**config.mk**
```make
export PLATFORM = sky130hd
export DESIGN_NAME = pe_col_ctrl
export DESIGN_NICKNAME = d
export VERILOG_FILES = /design/src/rtl/pe_col_ctrl_pkg.sv /design/src/rtl/pe_col_ctrl_valid_delay_line.sv /design/src/rtl/pe_col_ctrl.sv
export SDC_FILE = /design/constraint.sdc
export NUM_CORES = 1
export LEC_CHECK = 0
export BUFFER_PORTS_ARGS = -buffer_cell sky130_fd_sc_hd__clkbuf_2
export CORE_MARGIN = 3
export CORE_UTILIZATION = 51
export DETAILED_ROUTE_END_ITERATION = 8
export PLACE_DENSITY = 0.77
export SYNTH_ARGS = -nofsm -noshare
export SYNTH_HDL_FRONTEND = slang
export SYNTH_SLANG_ARGS = --single-unit
```
**constraint.sdc**
```tcl
create_clock -name clk -period 2.53 [get_ports clk]
set_input_delay 0.1265 -clock clk [delete_from_list [all_inputs] [get_ports clk]]
set_output_delay 0.1265 -clock clk [all_outputs]
set_load 0.05 [all_outputs]
```
**src/rtl/pe_col_ctrl_pkg.sv**
```systemverilog
// Shared types and helpers for the PE column controller.
package pe_col_ctrl_pkg;

  typedef enum logic [1:0] {
    ST_IDLE  = 2'd0,
    ST_FEED  = 2'd1,
    ST_DRAIN = 2'd2,
    ST_FIN   = 2'd3
  } state_e;

  // One operand-buffer read cycle plus two register stages per PE.
  function automatic int unsigned pipe_lat(input int unsigned num_pe);
    return 1 + 2 * num_pe;
  endfunction

endpackage

```
**src/rtl/pe_col_ctrl_valid_delay_line.sv**
```systemverilog
// Fixed-depth valid delay line tracking operands through the PE column.
// DEPTH must be at least 2.
module valid_delay_line #(
  parameter int unsigned DEPTH = 17
) (
  input  logic clk,
  input  logic rst_n,
  input  logic flush,
  input  logic valid_i,
  output logic valid_o
);

  logic [DEPTH-1:0] sr_q;

  // Shift one position per cycle; flush drops every in-flight valid.
  always_ff @(posedge clk or negedge rst_n) begin
    if (!rst_n) begin
      sr_q <= '0;
    end else if (flush) begin
      sr_q <= '0;
    end else begin
      sr_q <= {sr_q[DEPTH-2:0], valid_i};
    end
  end

  assign valid_o = sr_q[DEPTH-1];

endmodule

```
**src/rtl/pe_col_ctrl.sv**
```systemverilog
// Sequencer for a column of chained PEs: feeds operand reads, tracks
// results through the pipeline and signals job completion.
// Optional busy-cycle counter enabled by defining PE_COL_CTRL_PERF_EN.
module pe_col_ctrl
  import pe_col_ctrl_pkg::*;
#(
  parameter int unsigned NUM_PE = 8,
  parameter int unsigned LEN_W  = 8
) (
  input  logic             clk,
  input  logic             rst_n,
  input  logic             start,
  input  logic [LEN_W-1:0] cfg_len,
  input  logic             abort,
  output logic             busy,
  output logic             rd_en,
  output logic [LEN_W-1:0] rd_addr,
  output logic             head_psum_zero,
  output logic             res_valid,
  output logic [LEN_W-1:0] res_addr,
  output logic             done,
  output logic [31:0]      perf_cycles
);

  localparam int unsigned PIPE_LAT = pipe_lat(NUM_PE);

  state_e           state_q, state_d;
  logic [LEN_W-1:0] len_q, len_d;
  logic [LEN_W-1:0] addr_q, addr_d;
  logic [LEN_W-1:0] rcnt_q, rcnt_d;
  logic             dl_out;
  logic             kill;

  assign kill           = abort && (state_q != ST_IDLE);
  assign busy           = (state_q != ST_IDLE);
  assign rd_en          = (state_q == ST_FEED) && !abort;
  assign head_psum_zero = rd_en;
  assign res_valid      = dl_out && !abort;
  assign done           = (state_q == ST_FIN) && !abort;
  assign rd_addr        = addr_q;
  assign res_addr       = rcnt_q;

  valid_delay_line #(
    .DEPTH (PIPE_LAT)
  ) u_dl (
    .clk     (clk),
    .rst_n   (rst_n),
    .flush   (kill),
    .valid_i (rd_en),
    .valid_o (dl_out)
  );

  // State and counter registers.
  always_ff @(posedge clk or negedge rst_n) begin
    if (!rst_n) begin
      state_q <= ST_IDLE;
      len_q   <= '0;
      addr_q  <= '0;
      rcnt_q  <= '0;
    end else begin
      state_q <= state_d;
      len_q   <= len_d;
      addr_q  <= addr_d;
      rcnt_q  <= rcnt_d;
    end
  end

  // Next-state logic; DRAIN exits on the cycle the last result issues so
  // done lands one cycle after it. Abort overrides every other transition.
  always_comb begin
    state_d = state_q;
    len_d   = len_q;
    addr_d  = addr_q;
    rcnt_d  = rcnt_q;
    if (res_valid) begin
      rcnt_d = rcnt_q + LEN_W'(1);
    end
    unique case (state_q)
      ST_IDLE: begin
        addr_d = '0;
        rcnt_d = '0;
        if (start) begin
          if (cfg_len != '0) begin
            len_d   = cfg_len;
            state_d = ST_FEED;
          end else begin
            state_d = ST_FIN;
          end
        end
      end
      ST_FEED: begin
        addr_d = addr_q + LEN_W'(1);
        if (addr_q == len_q - LEN_W'(1)) begin
          addr_d  = '0;
          state_d = ST_DRAIN;
        end
      end
      ST_DRAIN: begin
        if (res_valid && (rcnt_q == len_q - LEN_W'(1))) begin
          state_d = ST_FIN;
        end
      end
      ST_FIN: begin
        state_d = ST_IDLE;
      end
      default: state_d = ST_IDLE;
    endcase
    if (kill) begin
      state_d = ST_IDLE;
      addr_d  = '0;
      rcnt_d  = '0;
    end
  end

`ifdef PE_COL_CTRL_PERF_EN
  logic [31:0] cyc_q, perf_q;

  // Busy-cycle counter; the FIN cycle itself is included in the loaded value.
  always_ff @(posedge clk or negedge rst_n) begin
    if (!rst_n) begin
      cyc_q  <= '0;
      perf_q <= '0;
    end else if (kill) begin
      cyc_q <= '0;
    end else if (done) begin
      perf_q <= cyc_q + 32'd1;
      cyc_q  <= '0;
    end else if (busy) begin
      cyc_q <= cyc_q + 32'd1;
    end
  end

  assign perf_cycles = perf_q;
`else
  assign perf_cycles = '0;
`endif

endmodule

```
# Yosys cells after proc, flatten, opt, wreduce, memory -nomap -nowiden

Cells that the tools add are included.

$add $sub $neg: 3
Equality and inequality tests: 8
Mux-type cells: 13
Reductions and logical operators: 13

Operator list:

| kind                                                               | number |
|---|---|
| 8-bit 2-to-1 mux                                                   | 5 |
| 17-bit 2-to-1 mux                                                  | 1 |
| 8-bit by 1-bit adder with 8-bit output, second input constant      | 2 |
| 8-bit == test                                                      | 2 |
| 8-bit one-hot mux with 2 select lines                              | 1 |
| 2-bit 2-to-1 mux                                                   | 5 |
| 2-bit one-hot mux with 4 select lines                              | 1 |
| 8-bit nonzero test                                                 | 1 |
| 8-bit by 1-bit subtractor with 8-bit output, second input constant | 1 |
| 3-bit != test, second input constant                               | 2 |
| 3-bit AND reduction                                                | 2 |
| 3-bit nonzero test                                                 | 2 |
| 1-bit logical AND                                                  | 5 |
| 2-bit == test, second input constant                               | 2 |
| 3-bit by 2-bit != test with 1-bit output, second input constant    | 1 |
| 2-bit by 1-bit == test with 1-bit output, second input constant    | 1 |
| 2-bit zero test                                                    | 1 |
| 2-bit nonzero test                                                 | 1 |
| 1-bit zero test                                                    | 1 |

Bits of input ports: 12
Bits in registers: 43
Output and inout bits: 53

# Logic depth before layout (Yosys ltp)

Gate-level depths: netlist of run 1.

Depth in word-level cells: 6
Gate-level depth with buffers: 8
Gate-level depth less buffers: 8

# Hierarchy

From an unflattened synthesis of run 1, not the netlist that was laid out.

Cells, all modules: 265
Area total of the unflattened synthesis: 2,615.0 µm²

By module, submodules not included:

| module           | seq. area each (µm²) | area an instance (µm²) | cells an instance | instances |
|---|---|---|---|---|
| pe_col_ctrl      | 650.6                | 2,054.5                | 230               | 1 |
| valid_delay_line | 425.4                | 560.5                  | 35                | 1 |

# Least setup slack after synthesis of run 1

No wires, ideal clock.

Kind: register -> register
From: register u_dl.sr_q[16]
To: register state_q[1]
Clock period less this slack: 2,347 ps
Required time: 2,451 ps
Arrival: 2,267 ps
Cell stages (with the launch flop): 7
Slack: 183 ps
Path through: dfrtp_1 nor2b_1 nand3_1 nor4b_1 nand4_1 a311oi_2 mux2i_1

Longest elaborated chain between the ends: 4

RTL lines:

| item                                 | RTL line                           | RTL |
|---|---|---|
| from (decl)                          | pe_col_ctrl_valid_delay_line.sv:13 | `logic [DEPTH-1:0] sr_q;` |
| from (signal assigned)               | pe_col_ctrl_valid_delay_line.sv:22 | `sr_q <= {sr_q[DEPTH-2:0], valid_i};` |
| 1-bit logical AND                    | pe_col_ctrl.sv:38                  | `assign res_valid = dl_out && !abort;` |
| net res_valid                        | pe_col_ctrl.sv:19                  | `output logic res_valid,` |
| 1-bit logical AND                    | pe_col_ctrl.sv:99                  | `if (res_valid && (rcnt_q == len_q - LEN_W'(1))) begin` |
| 3-bit != test (no source line)       | -                                  |  |
| 3-bit AND reduction (no source line) | -                                  |  |
| to (signal assigned)                 | pe_col_ctrl.sv:61                  | `state_q <= state_d;` |
| to (decl)                            | pe_col_ctrl.sv:27                  | `state_e state_q, state_d;` |

The timed path passes the listed nets, and every way through them passes these cells.
A chain may end at the register's enable or synchronous reset.

# Worst setup path after layout of run 1

From: register len_q[0]
To: register state_q[1]

Longest elaborated chain between the ends: 5
Elaborated cells on any way between the ends: 7

RTL lines:

| item                                            | RTL line                             | RTL |
|---|---|---|
| from (decl)                                     | pe_col_ctrl.sv:28                    | `logic [LEN_W-1:0] len_q, len_d;` |
| from (signal assigned)                          | pe_col_ctrl.sv:62                    | `len_q <= len_d;` |
| 8-bit by 1-bit subtractor with 8-bit output (*) | pe_col_ctrl.sv:93, pe_col_ctrl.sv:99 |  |
| 8-bit == test                                   | pe_col_ctrl.sv:99                    |  |
| 1-bit logical AND                               | pe_col_ctrl.sv:99                    |  |
| 3-bit != test (no source line)                  | -                                    |  |
| 3-bit AND reduction (no source line) (*)        | -                                    |  |

Mark *: on every way between the ends. The rest lies on a longest branch, timed or not.

==> run summary, run 1 <==
The run finished with clean final reports. The tightest min-delay check is of the in -> async type. Routability-driven placement finished with a final weighted congestion of 0.805.

For the sequential fraction of the synthesis area, the log shows 0.430. Together, buffers and inverters on the worst path number 2. Launching element type of the critical path: a flop. The pin count of the biggest net entering global routing was 44. In the routed design, unresolved DRC markers number 0. Counting buffers and inverters, the worst setup path is 9 cells deep. 0 antenna diodes ended up in the layout.

Register bit total from synthesis: 43. The number of vias after detailed routing was 1605; the largest vdd supply drop was 574 uV. Clock latency on the worst-skew pair, taken at its later pin, is 0.30 ns.

For this design the top-level I/O count stands at 65. Static timing analysis puts the maximum clock frequency at 0.411 GHz. The worst setup path is of the reg -> reg kind. In this run the critical register-to-register path is launched from len_q[0]$_DFFE_PN0P_. The most frequently used cell type in the post-synthesis netlist is sky130_fd_sc_hd__dfrtp_1. The run gives 5790 um2 as the floorplan die area. The finished layout holds 335 standard cells, fillers aside.

The fraction of registers with async set or reset after synthesis was 1.00. The number of buffers on the longest clock path is 2, and the layout cell share with drive strength beyond 1 is 0.215. The run gives 288 as the number of nets in the layout. The worst setup path is captured at a flop.

The H-tree generated during clock tree synthesis spans 2 levels. The worst slew margin relative to its limit is 0.295. The path depth of the worst reg2reg path came out at 9. The xor-xnor portion of the synthesized cell area came out at 0.135. The largest single stage delay on the critical path is 0.44 ns.

TritonCTS built the clock tree. After clock tree synthesis, the clock-pin slew on the worst setup and hold paths is 0.09 ns. On the critical path the largest part of the delay comes from compound AO/OA/AOI/OAI gates. For the pin with the worst max-slew slack, the measured transition is 1.06 ns. The average wire per standard cell was 13.9 um; the clock net sink count was 43. Relative to the synthesized area, the layout overhead comes to 11.1%. In this run, the number of DRC markers left after iteration 0 of detailed routing was 74.

For this block, the routed nets add up to 4670 um of wire. The signal on the critical path passes through inv_1, ha_1, nor3b_2, buf_4, xnor2_1, and4_1, a41oi_4, a311oi_2, mux2i_1. By area the synthesized netlist is led by sky130_fd_sc_hd__dfrtp_1 (43%), sky130_fd_sc_hd__buf_4 (9.9%), sky130_fd_sc_hd__xnor3_1 (7.2%). For this run, the leading register cell type out of synthesis is sky130_fd_sc_hd__dfrtp_1. The fraction of the mapped netlist area in compound gates was 0.0680. In this run the power density over the cells is 1040 nW/um2. The cell taking the most area after synthesis was sky130_fd_sc_hd__dfrtp_1.

The Yosys step of the flow raised 0 warnings. The count of endpoints failing hold in the final timing report came out at 0. The fraction of the mapped netlist area in adder cells is 0.0350, and the portion of the clock cycle consumed by the worst path in the final layout is 0.962. Counting flops with a built-in enable in the synthesized netlist gives 0.

After synthesis, the largest family of logic cells by area is simple AND/OR/NAND/NOR gates. The worst register-to-register path ends at state_q[1]$_DFFE_PN0P_. The clock arrives with 0.00796 ns of skew. For the worst setup path, the data required time is 2.75 ns. Port buffering added 32 buffers. The tools report the via count of the first global-routing pass as 1602.

For the instance area after placement, the log shows 2630 um2. After floorplanning, the core was divided into 24 placement rows. The tools report the total setup violations reported at the end of the flow as 0. The average cell area after synthesis came out at 10.8 um2.

In this run, CTS created clock tree buffers numbering 5. The top-area cell type share of the netlist area came out at 0.430. The tool flagged a number of max-cap violations equal to 0. The run gives 0 as the number of setup buffers added after CTS. Among all stages on the critical path, the largest delay is contributed by sky130_fd_sc_hd__dfrtp_1. The number of slew-limit violations in the final report came out at 0.

The simple logic cell fraction of the synthesized area is 0.174, and the initial standard-cell utilization of the core is 0.552. The clock period minus final worst setup slack works out to 2.43 ns. The vias per cell was 4.79. For the detailed placement HPWL, the log shows 3380 um. The number of antenna violations at the first check in global routing was 0; the horizontal die dimension was 76.1 um. The post-route antenna net violation count was 0. The first detailed-routing pass ran for 5 iterations. The region available for standard cell placement spans 4530 um2. The first global-routing pass estimated 8110 um of wire.

The post-route core utilization came out at 0.613. The commonest cells after synthesis are sky130_fd_sc_hd__dfrtp_1 (43), sky130_fd_sc_hd__buf_4 (33), sky130_fd_sc_hd__and2_1 (16), sky130_fd_sc_hd__nand2_1 (16). Distinct cell type count after synthesis: 40.

Data arrives at the worst endpoint at 2.65 ns. Summed over all layers, the global routing overflow is 0. The height of the chip is 76.1 um. The root buffer cell chosen for the clock tree is sky130_fd_sc_hd__clkbuf_8. Total routing usage reported by global routing: 0.173. The finished cells cover 2780 um2. Setup slack on the worst reg-to-reg path comes out at 0.1 ns.

The mux cell area share after synthesis came out at 0.0350. The run gives 2500 um2 as the post-synth design cell area. Of all nets on the critical path, the largest fanout is 9. Including well taps, the total number of placed cells is 327. The analysis attributes to cell leakage a power of 1.37 nW. Synthesis produced 231 cells.
-- final cells by class --
type                            instances  area, um2
Inverter                               12       45.0
Clock buffer                            5       68.8
Fill cell                             380       1750
Tap cell                               65       81.3
Multi-Input combinational cell        171       1250
Sequential cell                        43       1080
Timing Repair Buffer                   36        190
Clock inverter                          3       67.6
-- worst register-to-register path, cell delays in order, from the launching register on --
cell,delay (ns)
sky130_fd_sc_hd__dfrtp_1,0.44
sky130_fd_sc_hd__inv_1,0.10
sky130_fd_sc_hd__ha_1,0.25
sky130_fd_sc_hd__nor3b_2,0.18
sky130_fd_sc_hd__buf_4,0.15
sky130_fd_sc_hd__xnor2_1,0.15
sky130_fd_sc_hd__and4_1,0.30
sky130_fd_sc_hd__a41oi_4,0.24
sky130_fd_sc_hd__a311oi_2,0.33
sky130_fd_sc_hd__mux2i_1,0.22
-- worst max-delay path by stage --
stage / end / startpoint
6_report: state_q[1]$_DFFE_PN0P_ / len_q[0]$_DFFE_PN0P_
5_1_grt: state_q[0]$_DFFE_PN0P_ / len_q[0]$_DFFE_PN0P_
4_1_cts: rd_addr[5]$_DFFE_PN0P_ / len_q[0]$_DFFE_PN0P_
3_5_place_dp: rd_addr[5]$_DFFE_PN0P_ / len_q[0]$_DFFE_PN0P_
3_3_place_gp: rd_addr[4]$_DFFE_PN0P_ / len_q[0]$_DFFE_PN0P_
2_1_floorplan: state_q[1]$_DFFE_PN0P_ / u_dl.sr_q[16]$_DFF_PN0_
-- registers in the layout (all words and copies together), names as in the netlist --
name,count
u_dl.sr_q,17
len_q,8
state_q,2
rd_addr,8
res_addr,8
-- stage by stage --
| step | hold WS, ns | power (W) | setup WS [ns] | setup TNS (ns) |
|---|---|---|---|---|
| 2_1_floorplan | -0.169 | 0.00201 | 0.183 | 0 |
| 3_3_place_gp | 0.360 | 0.00220 | 0.268 | 0 |
| 3_5_place_dp | 0.358 | 0.00224 | 0.136 | 0 |
| 4_1_cts | 0.0354 | 0.00288 | 0.111 | 0 |
| 5_1_grt | 0.0491 | 0.00308 | -0.00276 | -0.00276 |
| 6_report | 0.00366 | 0.00289 | 0.0963 | 0 |
-- cell usage in the layout (no fill, tap or decap), drive strengths merged, types with 5 or more instances in the layout --
master,Yosys,layout
clkbuf,3,37
dfrtp,43,43
and2,16,16
a21oi,7,7
o22ai,5,5
xor2,10,10
nor2,12,12
ha,7,7
nand2,16,16
inv,12,12
o21ai,5,5
xnor3,8,8
xnor2,8,8
mux2,6,6
nand2b,5,5
conb,1,32
-- cells by family (layout without fill, tap and decap cells) --
logic type,after synthesis,count (layout)
buf+inv,48,56
other cells,1,32
xor+xnor,26,26
flops,43,43
simple gates,75,75
compound gates,23,23
fa+ha+maj,7,7
mux,8,8
-- timing repair --
action                     4_1_cts  5_1_grt
hold buffers                     0        0
resized for setup                0        2
setup endpoints to repair        0        4
-- power breakdown --
part | internal [W] | total [W] | switching, W | leakage [nW]
registers | 0.000813 | 0.000984 | 0.000171 | 0.577
logic | 0.000549 | 0.00127 | 0.000724 | 0.726
clock network | 0.000394 | 0.000637 | 0.000244 | 0.0644
-- routing by layer --
layer | routed length, um | part of all wire | GRT usage
met1 | 2160 | 0.46 | 0.239
met3 | 281 | 0.060 | 0.0331
met5 | 0 | 0 | 0
met2 | 2150 | 0.46 | 0.276
met4 | 70 | 0.015 | 0.0543
No activity file was read; power rests on OpenSTA's default activity.
==> run 2, diff against run 1 <==
- SETUP_SLACK_MARGIN: unset -> 0.15
- SLEW_MARGIN: unset -> 10
==> run 2 against run 1 <==
Net effect: flip-flop and latch count unchanged; combinational power up 6%; sequential power about the same; register-to-register slack better by 0.11 ns; power up 3.0%; maximum frequency up 4.6%; count of clock-buffer cells in the layout unchanged; largest cell class unchanged; highest routed layer unchanged.
==> run summary, run 2 (synthesis gave the netlist of run 1 again) <==
The pin count of the biggest net entering global routing was 44 (unchanged); the largest vdd supply drop was 584 uV (+1.7%). The tools report the detailed placement HPWL as 3380 um (unchanged). The critical path capture point type is a flop. Average wire per standard cell: 14.1 um (+1.5%).

The port buffer count was 32 (unchanged); the maximum level of the CTS H-tree was 2 (unchanged). Among all stages on the critical path, the largest delay is contributed by sky130_fd_sc_hd__dfrtp_2. The library cell used most frequently in the layout, excluding fill and tap cells, is sky130_fd_sc_hd__dfrtp_1. The number of violations reported at the end of detailed-routing iteration 0 was 67 (-9.5%); the detailed-route wire length was 4750 um (+1.8%). The logs give 8110 um (unchanged) for the global-route wire length before repair and 289 (+0.35%) for the number of nets in the layout. The worst setup path category was reg -> reg. The path depth of the worst reg2reg path came out at 9 (unchanged). The power density over cell area was 1050 nW/um2 (+1.2%).

The largest register by flop count is u_dl.sr_q. Worst slew margin relative to its limit: 0.294 (-0.00120). The number of antenna violations at the first check in global routing came out at 0 (unchanged). The residual overflow from global routing was 0 (unchanged). The initial standard-cell utilization of the core is 0.552 (unchanged), and the horizontal die dimension is 76.1 um (unchanged). The count of boundary I/O pins was 65 (unchanged). Number of placement rows: 24 (unchanged). The transition at the pin with the smallest max-transition slack was 1.06 ns (+0.00180 ns); the standard cell core area was 4530 um2 (unchanged).

The run gives 0 (unchanged) as the DRC violations left. The register-to-register path setup slack came out at 0.20 ns (+0.11 ns). For the clock network latency to the later pin of the worst-skew pair, the log shows 0.30 ns (about the same). The total setup violations reported at the end of the flow was 0 (unchanged). The portion of the clock cycle consumed by the worst path in the final layout is 0.919 (-0.0424), and the number of slew-limit violations in the final report is 0 (unchanged). The clock period minus final worst setup slack was 2.33 ns (-0.107 ns); the synthesis-to-finish area growth was 13.0%.

The post-route setup TNS was 0 ns (unchanged); the required time of the worst setup path was 2.75 ns (about the same). The logs give 0 (unchanged) for the hold buffer count at cts and 5 (unchanged) for the total CTS buffers. The clock net sink count was 43 (unchanged). The reported leakage power is 1.37 nW (+0.54%), and the number of vias after detailed routing is 1610 (+0.31%). The tools report the number of buffers on the longest clock path as 2 (unchanged). The origin of the critical flop-to-flop path was len_q[0]$_DFFE_PN0P_.

The top cell types in the final layout, fill and taps aside, are sky130_fd_sc_hd__dfrtp_1 (41), sky130_fd_sc_hd__conb_1 (32), sky130_fd_sc_hd__clkbuf_2 (32). The tools report the launching element type of the critical path as a flop. The flow ran to the end, and the final reports show no timing, DRC or antenna violations. Height of the chip: 76.1 um (unchanged). The clock skew was 0.00762 ns (-0.000337 ns). Setup repair after global routing left no endpoint under its margin. The run gives 4 (-1) as the number of optimization iterations in the first detailed-route pass. The floorplan die area is 5790 um2 (unchanged), and the final weighted congestion of routability-driven global placement is 0.805 (unchanged). The data arrival time of the worst path was 2.55 ns (-0.10 ns); the max-cap violation count was 0 (unchanged).

Number of placed instances, taps included: 327 (unchanged). For the via count of the first global-routing pass, the log shows 1604 (+0.12%). The path class of the tightest hold or removal check is in -> async.

The vias per cell was 4.79 (about the same); the antenna diode instance count was 0 (unchanged). The highest attainable clock frequency came out at 0.430 GHz (+4.6%). The cell at the root of the clock tree was sky130_fd_sc_hd__clkbuf_8. The count of endpoints failing hold in the final timing report is 0 (unchanged). In this run the critical register-to-register path is captured at state_q[1]$_DFFE_PN0P_. Post-route antenna net violation count: 0 (unchanged). The delay of the slowest critical-path stage is 0.45 ns (about the same), and the clock transition time at the flip-flop clock pins of the worst setup and hold paths is 0.09 ns (about the same). TritonCTS built the clock tree. The total routing usage reported by global routing is 0.173 (unchanged), and the layout cell share with drive strength beyond 1 is 0.251 (+0.0361). The critical path goes through inv_1, ha_2, nor3b_4, buf_4, xnor2_1, and4_4, a41oi_2, a311oi_2, mux2i_1. The final non-filler cell total was 336 (+0.30%).

The number of flip-flops under the largest register name works out to 17 (unchanged). The highest fanout seen on the critical path is 5 (-4). The run gives 0 (unchanged) as the number of setup buffers added after CTS.
-- run 2: cell types whose count changed in the layout (fill, tap and decap cells not counted), moves of 2 or more --
cell	before	now
sky130_fd_sc_hd__nor3b_2	2	0
sky130_fd_sc_hd__xnor3_2	0	3
sky130_fd_sc_hd__dfrtp_1	43	41
sky130_fd_sc_hd__xnor3_1	8	5
sky130_fd_sc_hd__nor3b_4	0	2
sky130_fd_sc_hd__dfrtp_2	0	2
-- run 2: timing repair --
item,4_1_cts,5_1_grt
resized for setup,0,14
pin swaps,1,2
setup endpoints to repair,7,9
cloned,0,1
-- run 2: worst max-delay path by stage --
stage | from | slack [ns] | cells after the start | to
after global placement | len_q[0]$_DFFE_PN0P_ | 0.27 | 8 | rd_addr[4]$_DFFE_PN0P_
final | len_q[0]$_DFFE_PN0P_ | 0.20 | 9 | state_q[1]$_DFFE_PN0P_
after CTS | len_q[0]$_DFFE_PN0P_ | 0.16 | 8 | state_q[1]$_DFFE_PN0P_
after floorplan | u_dl.sr_q[16]$_DFF_PN0_ | 0.18 | 6 | state_q[1]$_DFFE_PN0P_
after detailed placement | len_q[0]$_DFFE_PN0P_ | 0.14 | 8 | rd_addr[5]$_DFFE_PN0P_
after global routing | len_q[0]$_DFFE_PN0P_ | 0.15 | 8 | rd_addr[4]$_DFFE_PN0P_
-- run 2: per-stage QoR --
step	total power (W)	hold slack [ns]	util	instance area, um2	setup slack [ns]
after floorplan	0.00201	-0.169	-	2620	0.183
final	0.00298	0.00411	0.624	2830	0.204
after global routing	0.00317	0.0491	0.624	2830	0.145
after CTS	0.00288	0.0354	0.611	2770	0.157
after global placement	0.00220	0.360	0.581	2630	0.268
after detailed placement	0.00224	0.358	0.581	2630	0.136
-- run 2: final cells by class --
cell class,count,area [um2]
fillers,368,1700
multi-input cells,172,1300
flip-flops and latches,43,1080
repair buffers,36,190
well taps,65,81.3
clock buffers,5,68.8
clock inverters,3,67.6
inverters,12,45.0
-- run 2: power breakdown --
group	switching, W	total [W]	internal (W)	leakage (nW)
Sequential	0.000184	0.00100	0.000817	0.575
Clock	0.000244	0.000637	0.000394	0.0644
Combinational	0.000759	0.00134	0.000585	0.735
-- run 2: worst max-delay path: cells and delay by family, from the launching register on --
family | cells | cell delay [ns]
mux | 1 | 0.21
compound gates | 2 | 0.50
fa+ha+maj | 1 | 0.23
buf+inv | 2 | 0.26
simple gates | 2 | 0.49
xor+xnor | 1 | 0.12
flops | 1 | 0.45
-- run 2: layer usage --
metal | track usage | wire [um] | vias to the layer above
met5 | 0 | 0 | -
met4 | 0.0543 | 67 | 0
met3 | 0.0331 | 238 | 8
met2 | 0.276 | 2220 | 52
met1 | 0.239 | 2230 | 763
li1 | - | - | 787
==> run 3, diff against run 2 <==
- CTS_CLUSTER_DIAMETER: unset -> 60
- SLEW_MARGIN: 10 -> 20
- SYNTH_HIERARCHICAL: unset -> 1
==> run 3 against run 2 <==
Net effect: the run now ends with negative hold slack left; highest routed layer unchanged; critical endpoint is now rd_addr[0]$_DFFE_PN0P_; largest cell class unchanged; design area decreased by 1.4%; synthesized cell count rose by 15%; cell count grew 7.1%; worst hold slack worse by 0.062 ns; clock power fell by 13%; routed wire length grew 0.57%; non-clock buffer count is 4 lower; combinational power fell by 12%; register-to-register slack better by 0.15 ns.
==> run summary, run 3 <==
The flow ran to the end, but the final reports show violations. The final reports fail on negative hold slack. The tools report the final weighted congestion of routability-driven global placement as 0.863 (+7.2%). The number of antenna violations at the first check in global routing came out at 0 (unchanged).

The final hold slack is -0.0575 ns (-0.0616 ns), and the detailed placement HPWL is 3600 um (+6.3%). The total number of yosys warnings is 6 (+6), and the via count of the first global-routing pass is 1659 (+3.4%). In the layout the commonest cells are sky130_fd_sc_hd__dfrtp_1 (42), sky130_fd_sc_hd__conb_1 (32), sky130_fd_sc_hd__clkbuf_2 (31). The origin of the critical flop-to-flop path is len_q[0]$_DFFE_PN0P_. The run gives 0.169 (-0.00436) as the total routing usage reported by global routing. The run gives 0 (unchanged) as the max-cap violation count. Critical path capture point type: a flop. Data arrival time of the worst path: 2.37 ns (-0.18 ns). The antenna diode instance count is 0 (unchanged), and the clock net sink count is 43 (unchanged).

Maximum level of the CTS H-tree: 2 (unchanged). The path depth of the worst reg2reg path is 8 (-1). The portion of the clock cycle consumed by the worst path in the final layout is 0.862 (-0.0578), and the mux cell area share after synthesis is 0.0335 (-0.00149).

Setup repair after global routing left no endpoint under its margin. The number of nets in the layout came out at 311 (+7.6%). The highest fanout seen on the critical path was 11 (+6).

The most frequently used cell type in the post-synthesis netlist was sky130_fd_sc_hd__dfrtp_1. Most instantiated flip-flop cell in the synthesis netlist: sky130_fd_sc_hd__dfrtp_1. The post-synth design cell area is 2620 um2 (+4.4%), and the total setup violations reported at the end of the flow is 0 (unchanged). After synthesis, the cell types taking the most area are sky130_fd_sc_hd__dfrtp_1 (41%), sky130_fd_sc_hd__buf_4 (9.8%), sky130_fd_sc_hd__xnor2_1 (5.7%).

The run gives 0.576 (-0.0484) as the post-route core utilization. The synthesis-to-finish area growth works out to 6.75%. In this run the worst setup path begins at len_q[0]$_DFFE_PN0P_. For the number of vias after detailed routing, the log shows 1831 (+14%). The root buffer cell chosen for the clock tree is sky130_fd_sc_hd__clkbuf_8.

The count of boundary I/O pins was 65 (unchanged); the wire length on met2 was 2260 um (+1.8%). The highest attainable clock frequency is 0.459 GHz (+6.7%), and the post-placement worst setup slack is 0.174 ns (+0.0381 ns). The instance area after placement was 2670 um2 (+1.3%). The delay of the slowest critical-path stage was 0.45 ns (about the same); the residual overflow from global routing was 0 (unchanged). The port buffer count was 32 (unchanged); the post-route setup TNS was 0 ns (unchanged).

The number of buffers on the longest clock path is 2 (unchanged). Transition at the pin with the smallest max-transition slack: 0.922 ns (-0.136 ns). The vias per cell was 5.09 (+6.1%).

In this run the critical register-to-register path is captured at rd_addr[0]$_DFFE_PN0P_. The largest family of logic cells by synthesized area is simple AND/OR/NAND/NOR gates. Clock transition time at the flip-flop clock pins of the worst setup and hold paths: 0.08 ns (about the same).

The tools report the amount of wire on met3 after detailed routing as 278 um (+17%). The height of the chip works out to 77.6 um (+2.0%). The number of buffers and inverters on the critical path works out to 1 (-1). The run gives 784 uV (+34%) as the largest vdd supply drop. The tools report the number of optimization iterations in the first detailed-route pass as 4 (unchanged). The total power after layout was 0.00272 W (-8.6%); the final non-filler cell area was 2790 um2 (-1.4%). For the worst slew margin relative to its limit, the log shows 0.385 (+0.0907).

The layout cell share with drive strength beyond 1 is 0.205 (-0.0461). The register bit total from synthesis was 43 (unchanged); the average cell area after synthesis was 9.87 um2 (-9.0%). The horizontal die dimension came out at 77.6 um (+2.0%). The fraction of the mapped netlist area in compound gates came out at 0.102 (+0.0344). The number of flops mapped to enable cells by yosys is 0 (unchanged). The xor-xnor portion of the synthesized cell area was 0.0904 (-0.0445); the average wire per standard cell was 13.3 um (-6.1%). The total CTS buffers is 5 (unchanged).

The top-area cell type share of the netlist area was 0.411 (-0.0183). The post-route antenna net violation count is 0 (unchanged), and the fraction of registers with async set or reset after synthesis is 1.00 (unchanged). The largest register by flop count was u_dl/sr_q.

Hold buffer count at cts: 0 (unchanged). Launching element type of the critical path: a flop. The smallest setup slack after layout came out at 0.350 ns (+0.146 ns). Walking the worst path, the cells encountered are inv_1, ha_1, xor2_1, nand3_1, nor3_1, a41o_2, nor2_2, mux2_2.

The fraction of the mapped netlist area in adder cells is 0.0373 (+0.00234), and the required time of the worst setup path is 2.72 ns (-0.03 ns). TritonCTS built the clock tree. The detailed-route wire length was 4780 um (+0.57%); the number of flip-flops under the largest register name was 17 (unchanged). The logs give 0.31 ns (about the same) for the clock network latency to the later pin of the worst-skew pair and 0 (unchanged) for the number of slew-limit violations in the final report.

The timing endpoint of the critical path is rd_addr[0]$_DFFE_PN0P_. The count of endpoints failing hold in the final timing report was 43 (+43). The floorplan die area was 6020 um2 (+4.1%); the clock period minus final worst setup slack was 2.18 ns (-0.146 ns). The tools report the distinct cell type count after synthesis as 43 (+7.5%). The tools report the number of placement rows as 25 (+4.2%). The worst hold path belongs to the class in -> async.

By count the netlist is led by sky130_fd_sc_hd__dfrtp_1 (43), sky130_fd_sc_hd__buf_4 (34), sky130_fd_sc_hd__nor2b_1 (20). The number of gates on the worst path with buffers counted was 8 (-1). The sequential fraction of the synthesis area was 0.411 (-0.0183); the post-synthesis instance total was 265 (+15%). The register-to-register path setup slack was 0.35 ns (+0.15 ns); the initial standard-cell utilization of the core was 0.539 (-0.0128).

The number of setup buffers added after CTS is 0 (unchanged). The number of violations reported at the end of detailed-routing iteration 0 was 155 (+130%). Leaving out fill and tap cells, the most frequent cell in the layout is sky130_fd_sc_hd__dfrtp_1. For the wire length on met1, the log shows 2140 um (-3.8%). For the clock skew, the log shows 0.0103 ns (+0.00268 ns).

Simple logic cell fraction of the synthesized area: 0.190 (+0.0155). DRC violations left: 0 (unchanged). The worst setup path category is reg -> reg.

The reported leakage power was 1.39 nW (+0.92%). Highest metal layer with signal wires: met4. The power density over cell area came out at 976 nW/um2 (-7.3%). For the standard cell core area, the log shows 4850 um2 (+6.9%). The largest individual stage delay along the critical path comes from the cell sky130_fd_sc_hd__dfrtp_2.

The global-route wire length before repair came out at 7980 um (-1.7%). The pin count of the biggest net entering global routing is 44 (unchanged). Kind of cell adding the most delay to the critical path: flip-flops.

The biggest area contributor in the post-synthesis netlist is sky130_fd_sc_hd__dfrtp_1.
[run 3: how the worst min path moves through the flow]
stage          start                 endpoint  depth (start not counted)
6_report       rst_n   rd_addr[6]$_DFFE_PN0P_                          1
5_1_grt        rst_n  res_addr[2]$_DFFE_PN0P_                          1
4_1_cts        rst_n  res_addr[6]$_DFFE_PN0P_                          1
3_5_place_dp   rst_n   rd_addr[4]$_DFFE_PN0P_                          1
3_3_place_gp   rst_n   rd_addr[4]$_DFFE_PN0P_                          1
2_1_floorplan  rst_n     len_q[0]$_DFFE_PN0P_                          0
[run 3: layout make-up]
class,instances,area [um2]
Inverter,11,41.3
Clock inverter,3,47.5
Sequential cell,43,1080
Timing Repair Buffer,32,160
Multi-Input combinational cell,199,1310
Clock buffer,5,68.8
Fill cell,412,2060
Tap cell,67,83.8
[run 3: cells by family (layout without fill, tap and decap cells)]
kind of cell,count (synthesis),in the layout
simple gates,83,83
mux,8,8
xor+xnor,27,27
buf+inv,54,51
fa+ha+maj,8,8
other cells,1,32
compound gates,41,41
flops,43,43
[run 3: timing repair]
action | in CTS | in global routing
gates resized for setup | 0 | 3
endpoints found under the setup margin | 0 | 8
hold endpoints to repair | 0 | 0
[run 3: metal layers]
layer / vias up / GRT usage
met4: 0 / 0.0747
met2: 52 / 0.265
met1: 883 / 0.213
li1: 886 / -
met3: 10 / 0.0510
met5: - / 0
[run 3: metrics by stage]
step	instances	hold WS (ns)
after floorplan	296	-0.169
after global placement	352	0.357
after detailed placement	352	0.358
after CTS	360	0.0269
after global routing	360	0.0247
final	360	-0.0575
[run 3: where the power goes]
part,internal (W),switching [W]
clock,0.000299,0.000254
sequential,0.000792,0.000200
combinational,0.000463,0.000716
total,0.00155,0.00117
[run 3: worst register-to-register path: cells and delay by family (launching register included)]
kind	cells	cell delay, ns
DFF	1	0.45
adders and majority gates	1	0.34
and+or+nand+nor	3	0.38
AOI/OAI and AO/OA	1	0.35
muxes	1	0.29
xor gates and xnor gates	1	0.16
buffers and inverters	1	0.10
